===== src/rtl/mem_arb_pkg.sv =====
// mem_arb_pkg: shared constants, state encoding and ring arithmetic for the memory arbiter
package mem_arb_pkg;
  localparam int N_PORTS = 5;
  localparam int SEL_W = 3;
  localparam logic [SEL_W-1:0] RR_RESET = '0;
  typedef enum logic [1:0] {IDLE = 2'd0, GRANT = 2'd1, TURN = 2'd2} state_t;
  function automatic logic [SEL_W-1:0] wrap_add(input logic [SEL_W-1:0] p, input int unsigned k);
    return SEL_W'((32'(p) + k) % N_PORTS);
  endfunction
endpackage


===== src/rtl/rr_pick.sv =====
// rr_pick: first set request at or after ptr, wrapping past the last port
module rr_pick import mem_arb_pkg::*; (
  input  logic [N_PORTS-1:0] req,
  input  logic [SEL_W-1:0]   ptr,
  output logic               valid,
  output logic [SEL_W-1:0]   idx
);
  // scan from the farthest offset down so the nearest requester wins
  always_comb begin
    valid = |req;
    idx = ptr;
    for (int i = N_PORTS - 1; i >= 0; i--) idx = req[wrap_add(ptr, i)] ? wrap_add(ptr, i) : idx;
  end
endmodule


===== src/rtl/mem_arbiter.sv =====
// mem_arbiter: five-port round-robin memory arbiter with hold-time preemption and burst lock
module mem_arbiter import mem_arb_pkg::*; #(
  parameter int MAX_HOLD = 256
) (
  input  logic               clk_i,
  input  logic               rst_i,
  input  logic [N_PORTS-1:0] req_i,
  input  logic [N_PORTS-1:0] lock_i,
  output logic [N_PORTS-1:0] gnt_o,
  output logic [SEL_W-1:0]   sel_o,
  output logic               we_en_o,
  output logic               busy_o
);
  localparam int CW = (MAX_HOLD > 0) ? $clog2(MAX_HOLD + 1) : 1;
  localparam logic [CW-1:0] HOLD_MAX = CW'(MAX_HOLD);
  state_t state;
  logic [CW-1:0] cnt;
  logic [SEL_W-1:0] rr_ptr;
  logic [SEL_W-1:0] pick_idx;
  logic pick_v;
  logic at_max;
  logic leave;
  rr_pick u_pick (.req(req_i), .ptr(rr_ptr), .valid(pick_v), .idx(pick_idx));
  assign at_max = cnt == HOLD_MAX;
  assign leave = ~|(req_i & gnt_o) |
                 ((MAX_HOLD != 0) & at_max & (|(req_i & ~gnt_o)) & ~|(lock_i & gnt_o));
  assign we_en_o = state == GRANT;
  assign busy_o = state != IDLE;
  // owner holds until release or preemption; IDLE and TURN both arbitrate on current requests
  always_ff @(posedge clk_i) begin
    if (rst_i) begin
      state <= IDLE;
      gnt_o <= '0;
      sel_o <= '0;
      rr_ptr <= RR_RESET;
      cnt <= '0;
    end else if (state == GRANT) begin
      if (leave) begin
        state <= TURN;
        gnt_o <= '0;
      end else if (!at_max) cnt <= cnt + 1'b1;
    end else if (pick_v) begin
      state <= GRANT;
      gnt_o <= N_PORTS'(1) << pick_idx;
      sel_o <= pick_idx;
      rr_ptr <= wrap_add(pick_idx, 1);
      cnt <= '0;
    end else state <= IDLE;
  end
endmodule


===== config.mk =====
export PLATFORM = sky130hd
export DESIGN_NAME = mem_arbiter
export DESIGN_NICKNAME = d
export VERILOG_FILES = /design/src/rtl/mem_arb_pkg.sv /design/src/rtl/rr_pick.sv /design/src/rtl/mem_arbiter.sv
export SDC_FILE = /design/constraint.sdc
export NUM_CORES = 1
export LEC_CHECK = 0
export CORE_AREA = 4 4 95 97
export CTS_CLUSTER_SIZE = 20
export DETAILED_ROUTE_END_ITERATION = 12
export DIE_AREA = 0 0 99 101
export GPL_TIMING_DRIVEN = 1
export PLACE_DENSITY = 0.63
export SLEW_MARGIN = 10
export SYNTH_ARGS = -nofsm -noshare
export SYNTH_HDL_FRONTEND = slang
export SYNTH_SLANG_ARGS = --single-unit

===== constraint.sdc =====
create_clock -name clk_i -period 6.9 [get_ports clk_i]
set_input_delay 1.725 -clock clk_i [delete_from_list [all_inputs] [get_ports clk_i]]
set_output_delay 1.725 -clock clk_i [all_outputs]
set_load 0.02 [all_outputs]

[Word level (Yosys, flattened, before mapping)]
Index checks and enable logic that the tools add are counted.
Word-level totals
  register bits: 22
  output and inout port bits: 10
  logic and storage cells: 72
Cells by class
  $add $sub $neg: 6
  divide/modulo/power cells: 6
  $lt $le $gt $ge: 5
  eq/ne operators: 5
  shifts and indexed selects: 1
  muxes and demuxes: 25
  bitwise operators: 8
  reductions and logical operators: 11
Operators by type and width (number)
  $mod 32x3->32 const B: 5
  $mux 9: 4
  $mod 3x3->32 const B: 1
  $lt 3x4->1 const B: 5
  $reduce_or 5->1: 4
  $and 5x5->5: 3
  $bmux 1 s3: 5
  $mux 3: 5
  $mux 5: 3
  $add 9x1->9 const B: 1
  $eq 9x9->1 const B: 1
  $add 3x1->4 const B: 2
  $add 3x2->4 const B: 2
  $mux 1: 6
  $not 5->5: 1
  $shl 1x3->5 const A: 1
  $add 3x3->4 const B: 1
  $mux 2: 2
  $ne 2x2->1 const B: 2
  $reduce_and 2->1: 2
  $reduce_bool 2->1: 2
  $reduce_and 3->1: 1
  $and 1x1->1: 2
  $eq 2x1->1 const B: 1
  other kinds (4): 5

[Depth between registers and ports, before layout]
Gate-level depths: netlist of run 1.
  depth in word-level cells: 12
  mapped depth: 29
  depth with buffers taken out: 26

[By module]
From an unflattened synthesis of run 1, not the netlist that was laid out.
Unflattened totals
  cell total of the unflattened synthesis: 365
  area, all modules: 2783.9 um2
By module, submodules not included
  rr_pick: instances 1, cells an instance 200, area an instance 1440.1 um2, seq. area each 0.0 um2
  mem_arbiter: instances 1, cells an instance 165, area an instance 1343.8 um2, seq. area each 440.4 um2

[Worst setup path after synthesis of run 1]
OpenSTA, ideal clock, no wires.
  kind: reg-to-reg
  from: register rr_ptr[0]
  to: register rr_ptr[2]
  setup time: 86 ps
  arrival time: 5649 ps
  slack: 1164 ps
  stages on the path, launching flop included: 28
  period minus slack after synthesis: 5736 ps
  path through: dfxtp_1 inv_1 buf_6 ha_1 inv_1 ha_1 buf_2 nor2b_2 inv_1 ha_1 nand2b_1 o21ai_2 nand4_1 and2_1 a221oi_2 nand4b_1 o21a_1 o41a_1 buf_6 inv_1 ha_1 ha_1 ha_1 or3_1 a21o_1 mux2_2 o31a_1 a221oi_2
On the way
  cells in the longest elaborated chain, start to end: 11
  elaborated cells on any way between the ends: 26
  classes of those cells: add/sub: 5; div: 6; mux: 15
RTL lines
  start: declaration: line mem_arbiter.sv:18  | logic [SEL_W-1:0] rr_ptr;
  start signal: assignment: line mem_arbiter.sv:46  | rr_ptr <= wrap_add(pick_idx, 1);
  $add 3x3->4: line mem_arb_pkg.sv:8  | return SEL_W'((32'(p) + k) % N_PORTS);
  $mod 32x3->32: line mem_arb_pkg.sv:8
  $bmux 1 s3: line rr_pick.sv:12  | for (int i = N_PORTS - 1; i >= 0; i--) idx = req[wrap_add(ptr, i)] ? wrap_add(ptr, i) : idx;
  $mux 1 (implied by the code): line rr_pick.sv:12
  $mux 3 (4 in series): line rr_pick.sv:12
  $mux 3 *: line rr_pick.sv:12
  via pick_idx[0]: line mem_arbiter.sv:19  | logic [SEL_W-1:0] pick_idx;
  $add 3x1->4 *: line mem_arb_pkg.sv:8
  $mod 32x3->32 *: line mem_arb_pkg.sv:8
The timed path passes the listed nets; every way through them passes the cells marked *. The select of a mux whose other input is x is not followed.
A chain may end at the register's enable or synchronous reset.

[Final worst setup path of run 1]
  from: register rr_ptr[1]
  to: register rr_ptr[2]
The elaborated chain is that of the path after synthesis.

==> results of run 1 <==
-- area by class of cell --
type | count | area (µm²)
multi-input cells | 326 | 2416
inverters | 23 | 88.84
clock inverters | 1 | 30.03
well taps | 105 | 131.4
flip-flops and latches | 22 | 440.4
clock buffers | 3 | 41.29
repair buffers | 30 | 277.8
fillers | 813 | 4708
-- metal layers --
metal	wire length (µm)	global-route usage, %
met2	3929	27.94
met5	0	0
met3	338	1.453
met1	3687	21.46
met4	123	3.992
-- sequential cells by signal, summed over array words and instances, names as in the netlist --
name    flops
cnt         9
rr_ptr      3
gnt_o       5
state       2
sel_o       3
-- worst max-delay path by stage --
stage,from,to,slack (ns)
2_1_floorplan,rr_ptr[0],rr_ptr[2],1.16
3_3_place_gp,req_i[3],rr_ptr[2],0.63
3_5_place_dp,req_i[3],rr_ptr[2],0.51
4_1_cts,req_i[3],rr_ptr[2],0.75
5_1_grt,rr_ptr[1],rr_ptr[1],0.25
6_report,rr_ptr[1],rr_ptr[2],0.71
-- cells by family after synthesis --
logic type | synth area share (%)
buffers and inverters | 8.091
adders and majority gates | 11.27
and+or+nand+nor | 27.78
muxes | 6.763
xor gates and xnor gates | 3.945
AOI/OAI and AO/OA | 27.98
DFF | 14.17
-- critical path: stages, from the launching register on --
cell and delay, ns:
dfxtp_1 0.31, buf_4 0.19, inv_2 0.08, ha_1 0.25, inv_1 0.10, ha_1 0.31
nor2b_2 0.19, inv_1 0.07, ha_1 0.28, nand2b_1 0.22, o21ai_2 0.19, nand4_1 0.15
and2_1 0.23, a221oi_2 0.43, nand4b_1 0.22, o21a_1 0.17, o41a_1 0.60, inv_1 0.16
ha_1 0.22, ha_1 0.30, ha_1 0.24, or3_1 0.30, a21o_1 0.18, mux2_2 0.25
o31a_1 0.25, a221oi_2 0.23
-- synth_stat cells, drive strengths merged, types with 5 or more instances --
master	instances
nor2	42
ha	28
nand2	24
inv	23
dfxtp	22
a21oi	20
buf	16
nor3	13
mux2i	12
nand3	12
o21ai	10
clkbuf	9
nor2b	9
a211oi	8
xnor2	8
a22oi	7
o22ai	7
and3	6
mux2	6
nand2b	6
nand4	6
or2	6
xor2	6
a221oi	5
-- metrics by stage --
stage	cells	hold slack (ns)	setup WS [ns]
3_5_place_dp	506	0.4986	0.5143
6_report	510	0.5139	0.7069
5_1_grt	510	0.5663	0.2507
3_3_place_gp	506	0.4816	0.6321
2_1_floorplan	396	0.4787	1.164
4_1_cts	510	0.5226	0.7521
-- layout by cell type (no fill, tap or decap), drive strengths merged, types with 8 or more instances in the layout --
| master | count |
|---|---|
| nor2 | 42 |
| ha | 28 |
| nand2 | 24 |
| inv | 23 |
| dfxtp | 22 |
| clkdlybuf4s50 | 21 |
| a21oi | 20 |
| nor3 | 13 |
| mux2i | 12 |
| nand3 | 12 |
| o21ai | 10 |
| buf | 9 |
| nor2b | 9 |
| xnor2 | 8 |
| a211oi | 8 |
==> key figures, run 1 <==
Outcome
  • Outcome: finished, final reports clean

Drt
  • DR vias: 3019
  • Antenna Nets Post-Route: 0
  • DRC violations left: 0
  • DR WL/cell: between 15 and 20 µm
  • DR iter-0 viols: ~130
  • Initial DRT Pass Iterations: 4
  • Via-to-Cell Ratio: around 6
  • Drt total wl: about 8100 µm

Synth
  • Area leader, netlist: dfxtp_1
  • Top post-synthesis cells by area: dfxtp_1 (14%), ha_1 (11%), nor2_1 (5.1%)
  • Post-synth EDFFs: 0
  • Syn Inst Count: a little under 400
  • Synth Register Bits: 22
  • Yosys cell types: between 80 and 90
  • Synth warnings: 0
  • Synth Flop Type: dfxtp_1
  • Net Count, Synth: 436
  • Post-synth top area share: 14.17%
  • Cell area after synthesis: roughly 0.0031 mm²
  • Asr flop ratio synth: 0%
  • Avg Cell Area, Syn: slightly below 8 µm²
  • Register area share after synthesis: 14.17%

Timing
  • Fin crit share: between 80% and 90%
  • Setup TNS: 0 ns
  • Worst Clk Skew: 0.001154 ns
  • Worst rel slew slack: about 43%
  • Max Slew Vio Count: 0
  • Setup violators final: 0
  • Worst-Margin Slew: between 0.8 and 0.9 ns
  • Peak Freq: ~160 MHz
  • Final Hold Fails: 0
  • Min Clock Period, post-route: between 6 and 7 ns
  • RSZ-0062 raised after global routing: false

Setup path
  • CP arrival: between 6 and 7 ns
  • Worst flop-to-flop path startpoint: rr_ptr[1]
  • Setup CP Type: reg2reg
  • R2r endpoint: rr_ptr[2]
  • R2R depth: 25
  • Setup slack, reg-to-reg: between 0.7 and 0.8 ns
  • Startpoint Class: register
  • Crit. End Element: register
  • Worst EP required: approximately 7 ns
  • Worst-path maximum fanout: 14

Clock tree
  • Post-cts sizing count: 0
  • Total CTS buffers: 3
  • Max Root-Sink Buffers: 2
  • Clk sink count: 22
  • Hold buffers post-CTS: 0
  • CTS tree: yes
  • Post-CTS Setup Inserts: 0
  • Root buf cell: clkbuf_8
  • # H-tree levels: 1
  • Clock transition at path regs: 0.08 ns
  • Skew-Pair Late Insertion Delay: around 0.26 ns

Final layout
  • Post-route cell area: 0.003426 mm²
  • NumNets Final: between 400 and 500
  • Area delta synth->final: 10.23%
  • Final core utilization: between 40% and 50%
  • Share of post-route cells with drive strength above 1: 12.59%
  • ANT cells: 0

Worst hold path
  • Source of the worst hold timing path: sel_o[2]
  • Worst Hold End: sel_o[2]
  • Worst Hold Depth: 2
  • Worst min path class: reg2reg

Floorplan
  • Die width: between 90 and 100 µm
  • CORE AREA: about 0.0081 mm²
  • Standard-cell rows: 33
  • Die height: approximately 100 µm
  • Die area: 0.009999 mm²
  • Initial Utilization: between 30% and 40%
  • IO Pins: 22

Job
  • Maxcap violations: 0

GRT
  • GRT overflow: 0
  • Vias in the first global route: around 2800
  • GR Util All Layers: between 10% and 20%
  • Largest net degree at the start of global routing: 26
  • Global-route wire length before repair: 13700 µm
  • Initial antenna violation count: 0

Place
  • Routability cong.: 0.9660
  • PortBufs: 21
  • Dpl hpwl: between 6000 and 7000 µm
  • Placed cell area: 0.003354 mm²
Power of run 1 is not shown: default switching activity piles up to over one toggle a cycle in this logic, so the estimate is an artifact.
==> run 2, diff against run 1 <==
- CAP_MARGIN: unset -> 5
- PLACE_DENSITY: 0.63 -> 0.6
==> key figures, run 2 (synthesis gave the netlist of run 1 again) <==
Final layout
  • Register area: 440.4 µm²
  • Most flops, register: cnt
  • Final-layout fill cell count: between 800 and 900
  • Commonest non-fill, non-tap cell in the layout: nor2_1
  • Max reg flops: 9
  • Share of post-route cells with drive strength above 1: 12.59%
  • Top Registers: cnt x9, gnt_o x5
  • ANT cells: 0
  • NumNets Final: about 450
  • Area delta synth->final: 10.23%
  • Commonest cells after routing, fill and taps aside: nor2_1 (42), ha_1 (28), nand2_1 (23)
  • Footprint of the multi-input gates: 0.002416 mm²

Clock tree
  • Skew-Pair Late Insertion Delay: 0.26 ns
  • Total CTS buffers: 3
  • Root buf cell: clkbuf_8
  • Clk sink count: 22
  • CTS tree: yes
  • Clock transition at path regs: about 0.080 ns
  • # H-tree levels: 1
  • Post-cts sizing count: 0
  • Post-CTS Setup Inserts: 0
  • Hold buffers post-CTS: 0
  • Max Root-Sink Buffers: 2

Floorplan
  • Initial Utilization: between 30% and 40%
  • IO Pins: 22
  • Standard-cell rows: 33
  • Die height: about 100 µm
  • Die width: ~99 µm
  • Die area: ~0.01 mm²
  • CORE AREA: between 0.008 and 0.009 mm²

Setup path
  • Crit. End Element: register
  • CP arrival: between 6 and 7 ns
  • Setup CP Type: reg2reg
  • Worst EP required: about 7 ns
  • Worst-path maximum fanout: 24
  • Startpoint Class: register

Place
  • Routability cong.: approximately 0.9
  • PortBufs: 21
  • Dpl hpwl: 6293 µm

Timing
  • Setup TNS: 0 ns
  • Min Clock Period, post-route: roughly 6.4 ns
  • Final Hold Fails: 0
  • RSZ-0062 raised after global routing: false
  • Setup violators final: 0
  • Fin crit share: around 93%
  • Worst Clk Skew: approximately 0.0022 ns
  • Max Slew Vio Count: 0
  • Worst rel slew slack: about a third
  • Worst-Margin Slew: 0.9716 ns
  • Peak Freq: 155.4 MHz

Job
  • Maxcap violations: 0

Outcome
  • Outcome: finished, final reports clean

GRT
  • GR Util All Layers: around 16%
  • Initial antenna violation count: 0
  • Vias in the first global route: 2855
  • GRT overflow: 0
  • Global-route wire length before repair: about 14000 µm
  • Largest net degree at the start of global routing: 25

Drt
  • DR vias: ~2900
  • DRC violations left: 0
  • Via-to-Cell Ratio: 5.775
  • DR iter-0 viols: 130
  • DR WL/cell: roughly 16 µm
  • Antenna Nets Post-Route: 0
  • Initial DRT Pass Iterations: 5
  • Drt total wl: roughly 8100 µm

Worst hold path
  • Worst min path class: reg2reg
## run 2: cell counts in the layout (fill, tap and decap cells not counted)
Identical to the previous run, type by type.
## run 2: through the flow
step / cells / util, % / area (µm²) / hold slack [ns] / setup WS [ns]
after floorplan: 396 / - / 3108 / 0.4787 / 1.164
final: 510 / 42.12 / 3426 / 0.5026 / 0.4643
after detailed placement: 506 / 41.24 / 3354 / 0.4834 / 0.5394
after CTS: 510 / 42.12 / 3426 / 0.5084 / 0.5220
after global routing: 510 / 42.12 / 3426 / 0.5518 / 0.02380
after global placement: 506 / 41.24 / 3354 / 0.4741 / 0.6706
## run 2: path summary, 6_finish.rpt
check / from / endpoint / slack, ns / cells past startpoint
hold reg to reg: sel_o[2] / sel_o[2] / 0.50 / 2
setup reg to reg: rr_ptr[1] / rr_ptr[2] / 0.46 / 20
setup / recovery: rr_ptr[1] / rr_ptr[2] / 0.46 / 20
hold / removal: sel_o[2] / sel_o[2] / 0.50 / 2
## run 2: final cells by class
type	instances	area share, %
clock buffer	3	1.205
clock inverter	1	0.8766
inverter	23	2.593
multi-input combinational	326	70.53
sequential	22	12.86
tap	105	3.835
timing repair buffer	30	8.108
## run 2: metal layers
metal,wire length [µm],track usage (%),share of wire (%)
met1,3645,20.57,45
met4,93,3.782,1.2
met3,322,1.038,4.0
met2,3993,29.91,50
met5,0,0,0
## run 2: critical path: stages (launching register included)
cell and delay (ns):
dfxtp_1 0.72, ha_1 0.91, inv_2 0.16, nor2_1 0.18, ha_1 0.27, a211o_1 0.33, a2111o_1 0.46, o311ai_4 0.14
a22oi_1 0.16, o211ai_1 0.23, o21a_1 0.16, o41a_1 0.43, inv_1 0.13, ha_1 0.25, ha_1 0.34, ha_1 0.23
or3_1 0.31, a21o_1 0.18, mux2_2 0.25, o31a_1 0.25, a221oi_2 0.23
Power of run 2 is left out for the same reason.
